<file path="config.mk">
export PLATFORM = sky130hd
export DESIGN_NAME = tl_ul_sram_responder
export DESIGN_NICKNAME = d
export VERILOG_FILES = /design/src/rtl/tl_ul_sram_responder.sv
export SDC_FILE = /design/constraint.sdc
export NUM_CORES = 1
export LEC_CHECK = 0
export ABC_AREA = 1
export CAP_MARGIN = 15
export CORE_ASPECT_RATIO = 0.7
export CORE_MARGIN = 4
export CORE_UTILIZATION = 35
export CTS_CLUSTER_SIZE = 40
export DETAILED_ROUTE_END_ITERATION = 6
export HOLD_SLACK_MARGIN = 0.15
export PLACE_DENSITY_LB_ADDON = 0.3
export SYNTH_ARGS = -nofsm -noshare
export SYNTH_HDL_FRONTEND = slang
export SYNTH_SLANG_ARGS = --single-unit
</file>
<file path="constraint.sdc">
create_clock -name clock -period 1.7 [get_ports clock]
set_input_delay 0.425 -clock clock [delete_from_list [all_inputs] [get_ports clock]]
set_output_delay 0.425 -clock clock [all_outputs]
set_load 0.005 [all_outputs]
</file>
<file path="src/rtl/tl_ul_sram_responder.sv">
// TL-UL single-beat responder backed by a small flop-based SRAM.
// One response register; a new request can be accepted in the same cycle
// the pending response is taken, which gives one transfer per clock.
module tl_ul_sram_responder #(
    parameter logic [23:0] BASE_ADDR = 24'h000000,
    parameter int unsigned DEPTH     = 16
) (
    input  logic        clock,
    input  logic        reset_n,
    input  logic        a_valid,
    output logic        a_ready,
    input  logic [2:0]  a_opcode,
    input  logic [2:0]  a_param,
    input  logic [1:0]  a_size,
    input  logic [2:0]  a_source,
    input  logic [29:0] a_address,
    input  logic [3:0]  a_mask,
    input  logic [31:0] a_data,
    input  logic        a_corrupt,
    output logic        d_valid,
    input  logic        d_ready,
    output logic [2:0]  d_opcode,
    output logic [1:0]  d_param,
    output logic [1:0]  d_size,
    output logic [2:0]  d_source,
    output logic        d_denied,
    output logic [31:0] d_data,
    output logic        d_corrupt,
    output logic [7:0]  err_count
);

    logic [31:0] mem [DEPTH];
    logic [3:0]  idx;
    logic        a_hs;
    logic        hit;
    logic        is_get;
    logic        is_put;
    logic        legal;
    logic [2:0]  rsp_opcode;
    logic        rsp_denied;
    logic [31:0] rsp_data;
    logic        rsp_corrupt;

    // Byte offset bits and a_param carry no meaning for a word-wide responder.
    logic unused_fields;
    assign unused_fields = ^{a_param, a_address[1:0]};

    assign idx     = a_address[5:2];
    assign a_ready = !d_valid || d_ready;
    assign a_hs    = a_valid && a_ready;
    assign hit     = (a_address[29:6] == BASE_ADDR) && (a_size != 2'd3);
    assign is_get  = (a_opcode == 3'd4);
    assign is_put  = (a_opcode == 3'd0) || (a_opcode == 3'd1);
    assign legal   = hit && (is_get || (is_put && !a_corrupt));
    assign d_param = 2'b00;

    // Decode the response for the request currently on the A channel.
    always_comb begin
        rsp_opcode  = {2'b00, is_get};
        rsp_denied  = !legal;
        rsp_data    = 32'h0;
        rsp_corrupt = !legal && is_get;
        if (legal && is_get) begin
            rsp_data = mem[idx];
        end
    end

    // Response register: load on A handshake, drop valid once D is taken.
    always_ff @(posedge clock or negedge reset_n) begin
        if (!reset_n) begin
            d_valid   <= 1'b0;
            d_opcode  <= 3'd0;
            d_size    <= 2'd0;
            d_source  <= 3'd0;
            d_denied  <= 1'b0;
            d_data    <= 32'h0;
            d_corrupt <= 1'b0;
        end else if (a_hs) begin
            d_valid   <= 1'b1;
            d_opcode  <= rsp_opcode;
            d_size    <= a_size;
            d_source  <= a_source;
            d_denied  <= rsp_denied;
            d_data    <= rsp_data;
            d_corrupt <= rsp_corrupt;
        end else if (d_ready) begin
            d_valid   <= 1'b0;
        end
    end

    // Storage array; byte-masked writes for legal Put requests.
    always_ff @(posedge clock or negedge reset_n) begin
        if (!reset_n) begin
            for (int w = 0; w < int'(DEPTH); w++) begin
                mem[w] <= 32'h0;
            end
        end else if (a_hs && legal && is_put) begin
            for (int b = 0; b < 4; b++) begin
                if (a_mask[b]) begin
                    mem[idx][8*b +: 8] <= a_data[8*b +: 8];
                end
            end
        end
    end

    // Saturating count of denied responses.
    always_ff @(posedge clock or negedge reset_n) begin
        if (!reset_n) begin
            err_count <= 8'h00;
        end else if (a_hs && !legal && (err_count != 8'hFF)) begin
            err_count <= err_count + 8'h01;
        end
    end

endmodule

</file>
==> metrics.txt <==
status finished, violations left; failing checks negative setup slack; nets 4224; PD cells 824 nW/um^2; Root Driver clkbuf_16; die width 347 um; vias in the first global route 26.1k; initial antenna violation count 2; area of the multi-input gates 13000 um^2; final core occ 46.5%; HP Class primary input to async pin; Final Wtd Congestion 0.881; Fillers 7828; Starting Density 35.5%; CTS Buf Count 57; R2R setup slack -0.04 ns; crit-path cells clkdlybuf4s50_1 > nor2_1 > nand2_1 > nor2_4 > nand4_2 > nor2_4 > buf_12 > buf_16 > nand3_2 > buf_6 > nand2_1 > nand2_1; grt total ovfl 0; area grow syn2layout 31.0%; DR pass1 iterations 5; endpoints failing hold 0; DR DRC count 0; WL final 99800 um; worst-path maximum fanout 16; H-Tree Depth 2; # diodes 0; DP HPWL 65200 um; post-route ant nets 0; Max Slew Vio Count 0; DRT iter0 DRCs 2793; arrival time of the worst setup path 2.28 ns; core area 79100 um^2; predominant post-synthesis flop cell dfrtp_1; max-slew headroom at the worst pin 56.8%; first-pass GRT wire length 155000 um; largest net degree at the start of global routing 84; number of synthesized flops with an enable pin 0; Synth cell types 25; Rows 86; CP Launch Type primary input; CTS tree done; I/O Pins 136; final worst path period need 1.76 ns; worst-margin pin slew 0.647 ns; Max clock buf depth 3; fin area 36800 um^2; syn_area_per_cell 7.35 um^2; Max Cap Viol 0; CP max-delay cell clkdlybuf4s50_1; Post-Synthesis Cells 3818; yosys warns 0; fin crit share 104%; Die Y 245 um; Netlist Area Pre-Place 28100 um^2; Seq. cell area 14000 um^2; Max Freq 567 MHz; RSZ-0062 raised after global routing yes; CP endpoint kind flip-flop; R2R depth 11; worst clock skew 0.0415 ns; wire per inst 19.0 um; Synth Register Bits 561; die area 84900 um^2; crit-path max cell delay 0.41 ns; worst r2r src d_valid$_DFFE_PN0P_; reg2reg end mem[255]$_DFFE_PN0P_; Leak Pwr 20.0 nW; final setup fails 280; GRT Total Usage 23.1%; Worst Path Required 2.22 ns; layout cells sized above 1 16.2%; Hold Worst Slack 0.182 ns; peak supply drop 0.000772 V; CTS sink cnt 561; drt via density 5.22; Via Count 27.4k; Seq/Total Area, Yosys 50.0%; PortBufs 126; CTS clk-pin slew, worst paths 0.07 ns; Cell Area, Placed 33500 um^2; Post-Place Setup Slack -0.940 ns; worst setup margin -0.0625 ns; Most Frequent Cell on Critical Path nand2_1; post-synthesis async set-or-reset flop share 100%; Setup Crit Path Kind primary input to flip-flop; Clk Latency, worst-skew pair 0.66 ns
-- cells in the mapped netlist, types with 4 or more instances --
cell type  count  area, um^2
nand2_1     1487        5580
nor2_1       796        2990
dfrtp_1      561       14000
nand4_1      515        3220
clkbuf_1     167         627
buf_2         93         465
nand3_1       72         360
buf_1         25        93.8
buf_4         20         150
nor2_2        17         106
buf_6         14         158
inv_1         14        52.6
inv_2          9        33.8
o21ai_0        8        40.0
a22oi_1        4        30.0
-- critical path, delay by kind of cell --
family	cells	cell delay, ns
simple gates	8	0.87
buf+inv	4	0.95
-- layout make-up --
cell class	count	share of cell area, %
Timing Repair Buffer	578	17.5
Timing Repair inverter	2	0.0408
Inverter	23	0.276
Tap cell	1056	3.59
Multi-Input combinational cell	2918	35.3
Sequential cell	561	38.2
Clock inverter	22	0.653
Clock buffer	83	4.44
-- report_power, final --
group          switching (W)  leakage, nW  internal (W)
sequential         0.0000513         7.81        0.0134
combinational        0.00244         11.3       0.00146
clock                0.00575        0.897       0.00715
total                0.00824         20.0        0.0220
-- cells by family after synthesis --
family | count (synthesis) | synth area share, %
and+or+nand+nor | 2893 | 43.8
DFF | 561 | 50.0
buffers and inverters | 342 | 5.63
AOI/OAI and AO/OA | 14 | 0.299
xor gates and xnor gates | 6 | 0.187
adders and majority gates | 1 | 0.0446
other | 1 | 0.0134
-- registers in the layout (all words and copies together), names as in the netlist --
name,count
d_size,2
d_opcode,1
d_denied,1
d_source,3
d_corrupt,1
d_data,32
err_count,8
mem,512
d_valid,1
-- placed cells by master, fill, tap and decap left out, drive strengths merged, types with 2 or more instances in the layout --
cell type      Yosys  final
clkinvlp           0      7
dlygate4sd3        0      2
dfrtp            561    561
nand4            516    516
bufinv             0      3
o21ai              9      9
clkdlybuf4s15      0     29
a22oi              4      4
nand2           1489   1489
nand3             72     72
inv               23     27
dlygate4sd2        0      3
xor2               3      3
nor2             814    814
clkbuf           167     85
conb               1      4
bufbuf             0      3
xnor2              3      3
buf              152    471
clkdlybuf4s50      0     68
nor3               2      2
clkinv             0     10
-- worst max path at each step --
stage | endpoint | start | slack [ns] | cells after the start
floorplan | mem[353]$_DFFE_PN0P_ | a_address[29] | 0.009 | 10
global placement | d_data[11]$_DFFE_PN0P_ | a_address[2] | -0.92 | 14
detailed placement | d_data[11]$_DFFE_PN0P_ | a_address[2] | -0.94 | 14
CTS | a_ready | d_valid$_DFFE_PN0P_ | -0.07 | 3
global route | mem[446]$_DFFE_PN0P_ | d_valid$_DFFE_PN0P_ | -0.16 | 10
finish | mem[255]$_DFFE_PN0P_ | a_address[10] | -0.06 | 12
-- repair_timing --
item / 4_1_cts / 5_1_grt
endpoints found under the hold margin: 568 / 0
resized for setup: 299 / 41
pin swaps: 13 / 1
endpoints found under the setup margin: 577 / 542
hold buffers: 2 / 0
buffers inserted: 42 / 0
cloned: 8 / 2
-- per-layer routing --
| layer | share of wire (%) | track usage, % | wire length, um |
|---|---|---|---|
| met1 | 46 | 33.9 | 45600 |
| met2 | 42 | 33.9 | 42200 |
| met3 | 9.3 | 5.56 | 9240 |
| met4 | 2.7 | 6.52 | 2740 |
| met5 | 0 | 0 | 0 |
-- per-stage QoR --
step	TNS, ns	std cells	total power, W
after CTS	-5.02	5242	0.0305
after detailed placement	-401.73	5085	0.0174
after global placement	-382.03	5085	0.0174
final	-7.97	5243	0.0303
after floorplan	0	3821	0.0153
after global routing	-45.76	5243	0.0314
(Power assumes the default switching activity.)
